===== src/rtl/array2d_reader.sv =====
// array2d_reader: ROWS x COLS register array with a random-access write
// port and a row-major scan-out read port (valid/ready) with done pulse.
//
// Ports:
//   clk, nreset                    clock, async active-low reset
//   wr_en, wr_row, wr_col, wr_data write port (out-of-range rejected)
//   wr_err                         pulse: previous write was out of range
//   start                          begin a scan (sampled in IDLE only)
//   busy                           scan in progress
//   out_valid, out_ready           output beat handshake
//   out_row, out_col, out_data     current beat indices and data
//   done                           pulse: scan complete
module array2d_reader #(
    parameter int DW   = 8,
    parameter int ROWS = 2,
    parameter int COLS = 4,
    parameter int RIW  = 3,
    parameter int CIW  = 3
) (
    input  logic           clk,
    input  logic           nreset,
    input  logic           wr_en,
    input  logic [RIW-1:0] wr_row,
    input  logic [CIW-1:0] wr_col,
    input  logic [DW-1:0]  wr_data,
    output logic           wr_err,
    input  logic           start,
    output logic           busy,
    output logic           out_valid,
    input  logic           out_ready,
    output logic [RIW-1:0] out_row,
    output logic [CIW-1:0] out_col,
    output logic [DW-1:0]  out_data,
    output logic           done
);

    localparam logic [RIW-1:0] LAST_ROW = RIW'(ROWS - 1);
    localparam logic [CIW-1:0] LAST_COL = CIW'(COLS - 1);

    typedef enum logic {
        IDLE,
        SCAN
    } state_e;

    state_e         state_q;
    logic [DW-1:0]  mem_q [ROWS][COLS];
    logic           wr_err_q;
    logic           busy_q;
    logic           out_valid_q;
    logic [RIW-1:0] out_row_q;
    logic [CIW-1:0] out_col_q;
    logic [DW-1:0]  out_data_q;
    logic           done_q;

    logic           wr_ok;
    logic           col_wrap;
    logic           last_beat;
    logic [RIW-1:0] nxt_row_d;
    logic [CIW-1:0] nxt_col_d;
    logic [DW-1:0]  rd_data_d;

    assign wr_ok = wr_en && (wr_row <= LAST_ROW) && (wr_col <= LAST_COL);

    // Array storage; writes are accepted in every FSM state.
    always_ff @(posedge clk or negedge nreset) begin
        if (!nreset) begin
            for (int r = 0; r < ROWS; r++) begin
                for (int c = 0; c < COLS; c++) begin
                    mem_q[r][c] <= '0;
                end
            end
            wr_err_q <= 1'b0;
        end else begin
            wr_err_q <= wr_en && !wr_ok;
            if (wr_ok) begin
                for (int r = 0; r < ROWS; r++) begin
                    for (int c = 0; c < COLS; c++) begin
                        if (wr_row == RIW'(r) && wr_col == CIW'(c)) begin
                            mem_q[r][c] <= wr_data;
                        end
                    end
                end
            end
        end
    end

    // Index of the beat to load next: [0][0] from IDLE, else row-major
    // successor of the beat currently presented.
    always_comb begin
        col_wrap  = (out_col_q == LAST_COL);
        last_beat = col_wrap && (out_row_q == LAST_ROW);
        nxt_row_d = '0;
        nxt_col_d = '0;
        if (state_q == SCAN) begin
            nxt_col_d = col_wrap ? '0 : out_col_q + 1'b1;
            nxt_row_d = col_wrap ? out_row_q + 1'b1 : out_row_q;
        end
    end

    // Read mux reads the pre-edge array, so a same-edge write is not seen.
    always_comb begin
        rd_data_d = '0;
        for (int r = 0; r < ROWS; r++) begin
            for (int c = 0; c < COLS; c++) begin
                if (nxt_row_d == RIW'(r) && nxt_col_d == CIW'(c)) begin
                    rd_data_d = mem_q[r][c];
                end
            end
        end
    end

    always_ff @(posedge clk or negedge nreset) begin
        if (!nreset) begin
            state_q     <= IDLE;
            busy_q      <= 1'b0;
            out_valid_q <= 1'b0;
            out_row_q   <= '0;
            out_col_q   <= '0;
            out_data_q  <= '0;
            done_q      <= 1'b0;
        end else begin
            done_q <= 1'b0;
            case (state_q)
                IDLE: begin
                    if (start) begin
                        state_q     <= SCAN;
                        busy_q      <= 1'b1;
                        out_valid_q <= 1'b1;
                        out_row_q   <= nxt_row_d;
                        out_col_q   <= nxt_col_d;
                        out_data_q  <= rd_data_d;
                    end
                end
                SCAN: begin
                    if (out_valid_q && out_ready) begin
                        if (last_beat) begin
                            state_q     <= IDLE;
                            busy_q      <= 1'b0;
                            out_valid_q <= 1'b0;
                            done_q      <= 1'b1;
                        end else begin
                            out_row_q  <= nxt_row_d;
                            out_col_q  <= nxt_col_d;
                            out_data_q <= rd_data_d;
                        end
                    end
                end
                default: state_q <= IDLE;
            endcase
        end
    end

    assign wr_err    = wr_err_q;
    assign busy      = busy_q;
    assign out_valid = out_valid_q;
    assign out_row   = out_row_q;
    assign out_col   = out_col_q;
    assign out_data  = out_data_q;
    assign done      = done_q;

endmodule


===== config.mk =====
export PLATFORM = sky130hd
export DESIGN_NAME = array2d_reader
export DESIGN_NICKNAME = d
export VERILOG_FILES = /design/src/rtl/array2d_reader.sv
export SDC_FILE = /design/constraint.sdc
export NUM_CORES = 1
export LEC_CHECK = 0
export ABC_AREA = 1
export CAP_MARGIN = 5
export CORE_MARGIN = 10
export CORE_UTILIZATION = 30
export CTS_CLUSTER_SIZE = 30
export DETAILED_ROUTE_END_ITERATION = 10
export GPL_ROUTABILITY_DRIVEN = 0
export GPL_TIMING_DRIVEN = 1
export PLACE_DENSITY = 0.48
export SLEW_MARGIN = 40
export SYNTH_ARGS = -nofsm -noshare
export SYNTH_HDL_FRONTEND = slang
export SYNTH_SLANG_ARGS = --single-unit

===== constraint.sdc =====
create_clock -name clk -period 2.1 [get_ports clk]
set_input_delay 0.315 -clock clk [delete_from_list [all_inputs] [get_ports clk]]
set_output_delay 0.315 -clock clk [all_outputs]
set_load 0.03 [all_outputs]

==> results of run 1 <==
final cells by class:
cell class / count / area [sq um]
clock inverter: 6 / 41.3
fill: 1294 / 7590
multi-input combinational: 321 / 1640
inverter: 44 / 168
timing repair buffer: 74 / 728
clock buffer: 10 / 239
sequential: 82 / 2050
tap: 172 / 215
cells in the final DEF (no fill, tap or decap), types with 2 or more instances in the layout:
cell | Yosys | layout
nand2_1 | 105 | 105
dfrtp_1 | 82 | 82
nor2_1 | 53 | 49
o21ai_0 | 46 | 46
nand4_1 | 43 | 43
clkdlybuf4s50_1 | 0 | 35
inv_1 | 34 | 34
buf_4 | 2 | 30
a21oi_1 | 25 | 25
nand3_1 | 20 | 20
clkbuf_16 | 0 | 9
o21ai_1 | 8 | 8
clkinv_1 | 7 | 7
buf_12 | 0 | 6
nor2_2 | 1 | 4
nor3_4 | 1 | 3
clkinvlp_4 | 0 | 3
inv_2 | 3 | 2
nand2_4 | 2 | 2
nor3_1 | 3 | 2
nor4_4 | 2 | 2
nand3_4 | 1 | 2
ha_1 | 3 | 2
clkinv_2 | 0 | 2
buf_6 | 1 | 2
worst min-delay path: cells and delay by family, from the launching register on:
family	cells	cell delay [ns]
DFF	1	0.34
and+or+nand+nor	2	0.10
flip-flops by register name (all words and copies together), names as in the netlist:
| signal | flops |
|---|---|
| done | 1 |
| mem_q | 64 |
| out_col | 3 |
| out_data | 8 |
| out_row | 3 |
| out_valid | 1 |
| state_q | 1 |
| wr_err | 1 |
routing by layer:
metal	track usage, %	vias up
li1	-	1685
met1	17.9	1616
met2	19.5	101
met3	3.10	11
met4	4.96	0
met5	0	-
kinds of logic after synthesis:
family                     share of synthesized area, %
and+or+nand+nor                                    29.4
DFF                                                52.6
AOI/OAI and AO/OA                                  10.3
buffers and inverters                              6.67
adders and majority gates                         0.962
final timing paths:
kind	endpoint	slack (ns)	cells after the start
min in group asynchronous	mem_q[51]	0.50	2
min reg2reg	out_data[1]	0.47	2
max	out_data[7]	0.13	13
max reg2reg	out_data[7]	0.13	13
min	out_data[1]	0.47	2
max in group asynchronous	mem_q[38]	1.01	3
per-stage QoR:
step | cells | utilization (%) | hold slack, ns
finish | 709 | 40.1 | 0.475
global route | 709 | 40.1 | 0.507
CTS | 706 | 39.5 | 0.483
detailed placement | 689 | 37.1 | 0.352
global placement | 689 | 37.1 | 0.339
floorplan | 466 | - | 0.0194
report_power, final:
| part | switching [mW] | internal (mW) |
|---|---|---|
| clock | 0.657 | 0.833 |
| combinational | 0.948 | 0.701 |
| sequential | 0.162 | 1.82 |
repair_timing:
action / 4_1_cts / 5_1_grt
pin swaps: 0 / 4
hold buffers: 1 / 0
gates resized for setup: 3 / 11
setup buffers: 0 / 3
hold endpoints to repair: 27 / 0
endpoints found under the setup margin: 8 / 8
==> metrics.txt, run 1 <==
run status finished, final reports clean; post-route DRC violation count 0; DRT met1 WL ~5.3 mm; first-pass GRT wire length around 18 mm; cell area after placement ~4700 sq um; vias per cell 4.81; classification of the worst setup path reg -> reg; Leakage ~2.4 nW; worst slack, placed -0.152 ns; share of layout cells above drive strength 1 14.3%; global-route total usage across every layer 13.1%; net count after synthesis 488; highest fanout seen on the critical path 14; TritonCTS clock tree done; normalized max-slew margin between 60 and 70%; launch instance of the worst register-to-register path out_row[1]; critical path, cell by cell inv_1 -> ha_1 -> nand3_1 -> nand3_1 -> nand2_1 -> inv_4 -> nand3_1 -> buf_4 -> nor2_1 -> nor2_2 -> nand4_1 -> nand2_1 -> nand2_1; Worst Path Arrival ~2.3 ns; worst supply voltage drop on vdd 393 uV; die area 18000 sq um; area of the mapped netlist 3900 sq um; required time at the worst-slack endpoint about 2.4 ns; WP buf/inv 3; cell type with the largest total area after synthesis dfrtp_1; largest net degree at the start of global routing 39; list of most frequent post-synthesis cells nand2_1, dfrtp_1, nor2_1; number of antenna violations at the first check in global routing 0; number of distinct library cell variants in the gate-level netlist after synthesis 28; Clk pin slew, worst setup/hold paths 0.06 ns; number of rows created at floorplan 41; share of the synthesized area in the top cell type 52.6%; endpoint kind of the worst setup timing path flip-flop; largest buffer count on any clock path 2; IO Pins 37; IO Port Bufs 36; startpoint of the lowest-slack hold path out_data[1]; Hold Fails Final Rpt 0; number of antenna cells inserted 0; FF+latch count, synth 82; standard cell with the maximum stage delay on the critical path dfrtp_1; transition time at the pin with the least slew margin 0.563 ns; Top FF cell, synth dfrtp_1; nets roughly 550; clock skew a little over 0.004 ns; Worst Hold Class reg -> reg; length of routed met2 wiring around 5 mm; type of element launching the critical path flip-flop; setup violation total in the final timing report 0; dominant cells by area after synthesis dfrtp_1, nand2_1, nand4_1; peak clock frequency supported by timing between 0.5 and 0.6 GHz; power density cells just over 1000 nW/um^2; post-route clock period utilization approximately 94%; setup ws final 0.134 ns; initial detailed-routing violation count a little over 300; cell family contributing the most delay on the critical path simple AND/OR/NAND/NOR gates; via count of the first global-routing pass ~3300; synth-to-layout area growth 30.3%; deepest level of the CTS H-tree 3; share of synthesized area occupied by flip-flops and latches about 53%; Fin Setup TNS 0 ns; count of TritonRoute iterations in the first routing pass 4; mean instance size in the synthesized netlist approximately 8.4 sq um; number of pins exceeding their max-slew limit in the final report 0; critical path startpoint out_row[1]; TritonCTS buffer count 9; cell at the root of the clock tree clkbuf_16; WL met3 roughly 510 microns; count of vias placed by the detailed router approximately 3400; cells after synthesis 466; placeable core region around 13000 sq um; DP HPWL 8.29 mm; Pwr Total 5.12 mW; most common cell in the synthesized netlist nand2_1; minimum clock period around 2 ns; proportion of synthesized flip-flops having asynchronous set or reset 100%; TritonCTS Sinks 82; clock insertion delay at the later pin of the skew report between 0.3 and 0.4 ns; count of flip-flops with a built-in enable after synthesis 0; starting density of the core a little under a third; largest stage delay on the critical path between 0.3 and 0.4 ns; Total Wirelength between 10 and 15 mm; routed length per placed instance approximately 16 microns; Top Metal Used met4; floorplan die width between 100 and 150 microns; area of all placed cells without fillers between 5000 and 6000 sq um; total number of yosys warnings 0; number of nets with antenna violations after routing 0; maxcap violations 0; total gr overflow 0; die extent in y between 100 and 150 microns
Note: power is estimated with default switching activity, not from simulation.
==> inputs of run 2 (changes only) <==
Settings changed: CORE_UTILIZATION 30 to 40, PLACE_DENSITY 0.48 to 0.6.
==> run 2 against run 1 <==
  * Wire length shrank 3.5%
  * First-iteration DRC count grew 21%
  * Maximum frequency grew 0.79%
  * Total power shrank 7.7%
  * Sequential power is essentially flat
  * Via count grew 0.88%
  * Die area shrank 22%
  * Largest power group unchanged
==> metrics.txt, run 2 (same netlist as run 1, synthesis figures left out) <==
maxcap violations 0; post-route clock period utilization between 90% and 100%; r2r worst-path depth 12; number of antenna cells inserted 0; die area ~14000 sq um; deepest level of the CTS H-tree 3; transition time at the pin with the least slew margin ~0.54 ns; most common library cell in the layout ignoring fill and taps nand2_1; cell at the root of the clock tree clkbuf_8; Leakage ~2.3 nW; first-pass GRT wire length 17.7 mm; type of element launching the critical path flip-flop; combinational power share between 30% and 40%; nets 545; area of all placed cells without fillers approximately 4900 sq um; classification of the worst setup path reg -> reg; number of antenna violations at the first check in global routing 0; TritonCTS buffer count 9; count of vias placed by the detailed router 3443; largest net degree at the start of global routing 43; Clk pin slew, worst setup/hold paths 0.09 ns; Hold Fails Final Rpt 0; power density cells between 900 and 1000 nW/um^2; register containing the most flip-flops in the final layout mem_q; IO Pins 37; total net switching power 1.69 mW; number of pins exceeding their max-slew limit in the final report 0; number of rows created at floorplan 35; synth-to-layout area growth 25.4%; Worst Hold Class in -> async; floorplan die width roughly 120 microns; cell area after placement 4550 sq um; minimum clock period 1.95 ns; global-route total usage across every layer between 15 and 20%; die extent in y between 100 and 150 microns; post-route DRC violation count 0; Sequential Area slightly above 2000 sq um; Sequential Power Share 41.6%; share of layout cells above drive strength 1 between 10% and 20%; DP HPWL slightly below 8 mm; run status finished, final reports clean; Worst Path Arrival about 2.2 ns; clock skew around 0.014 ns; starting density of the core around two fifths; total gr overflow 0; via count of the first global-routing pass 3293; vias per cell 5.24; endpoint kind of the worst setup timing path flip-flop; clock insertion delay at the later pin of the skew report 0.36 ns; Pwr Total 4.72 mW; TritonCTS clock tree done; required time at the worst-slack endpoint between 2 and 2.5 ns; number of nets with antenna violations after routing 0; placeable core region ~9400 sq um; area of the multi-input gates around 1700 sq um; highest fanout seen on the critical path 9; worst hold margin between 0.4 and 0.5 ns; switching share of power between 30% and 40%; Fin Setup TNS 0 ns; TritonCTS Sinks between 80 and 90; filler cell count 906; setup violation total in the final timing report 0; initial detailed-routing violation count about 380; routed length per placed instance roughly 16 microns; peak clock frequency supported by timing roughly 0.51 GHz; internal power approximately 3 mW; most frequent cells in the layout nand2_1, dfrtp_1, nor2_1; proportion of power drawn by the clock network 25.2%; worst supply voltage drop on vdd 340 uV; IO Port Bufs 36; Total Wirelength around 11 mm; max FFs per register 64; count of TritonRoute iterations in the first routing pass 6; largest buffer count on any clock path 2; normalized max-slew margin between 60 and 70%
run 2: cell count changes in the layout (fill, tap and decap cells not counted), sizes merged:
cell	change
clkinvlp	-1
buf	-9
clkinv	-1
bufinv	+1
clkbuf	+2
inv	-1
run 2: routing by layer:
layer / global-route usage [%] / wire, microns / part of all wire [%] / up-vias
li1: - / - / - / 1671
met1: 20.0 / 4810 / 45 / 1628
met2: 23.9 / 4890 / 45 / 116
met3: 4.38 / 752 / 7.0 / 28
met4: 6.64 / 327 / 3.0 / 0
met5: 0 / 0 / 0 / -
run 2: worst paths after layout:
| kind | end | start | slack, ns |
|---|---|---|---|
| min reg2reg | mem_q[16] | mem_q[16] | 0.49 |
| max | out_data[5] | out_col[1] | 0.15 |
| max in group asynchronous | mem_q[20] | nreset | 1.02 |
| max reg2reg | out_data[5] | out_col[1] | 0.15 |
| min | mem_q[35] | nreset | 0.47 |
| min in group clk | mem_q[16] | mem_q[16] | 0.49 |
run 2: power groups by stage:
stage | registers (mW) | logic (mW) | clock network (mW)
final | 1.97 | 1.57 | 1.19
after global routing | 1.99 | 1.72 | 1.30
after CTS | 1.96 | 1.43 | 1.22
after detailed placement | 1.99 | 1.39 | 0
after global placement | 1.98 | 1.37 | 0
after floorplan | 2.12 | 0.698 | 0
run 2: cell type report:
type	instances	area share, %
clock buffers	12	3.17
clock inverters	4	1.02
inverters	44	3.48
multi-input cells	321	34.1
flip-flops and latches	82	42.0
well taps	129	3.30
repair buffers	65	13.0
run 2: critical path, stage by stage (launching register included):
cell      delay, ns
dfrtp_1        0.42
ha_4           0.20
buf_4          0.14
nor3_4         0.21
buf_12         0.16
nor2_4         0.07
buf_4          0.16
nand4_1        0.09
nand2_1        0.06
clkinv_1       0.04
nand4_1        0.13
nand2_1        0.11
nand2_1        0.05
run 2: what timing repair did:
action	CTS	global route
pin swaps	1	4
hold endpoints to repair	40	0
setup buffers	0	3
gates resized for setup	7	16
hold buffers	1	0
setup endpoints to repair	8	8
run 2: through the flow:
step / utilization [%] / std cells / setup slack, ns
floorplan: - / 466 / 0.0000417
global placement: 48.6 / 637 / -0.0831
detailed placement: 48.6 / 637 / -0.106
CTS: 51.2 / 654 / 0.0569
global route: 52.2 / 657 / -0.0156
finish: 52.2 / 657 / 0.150
==> inputs of run 3 (changes only) <==
Settings changed: CTS_CLUSTER_SIZE 30 to 8.
==> results of run 3 <==
Final layout, timing and power as in run 2 (identical DEF).
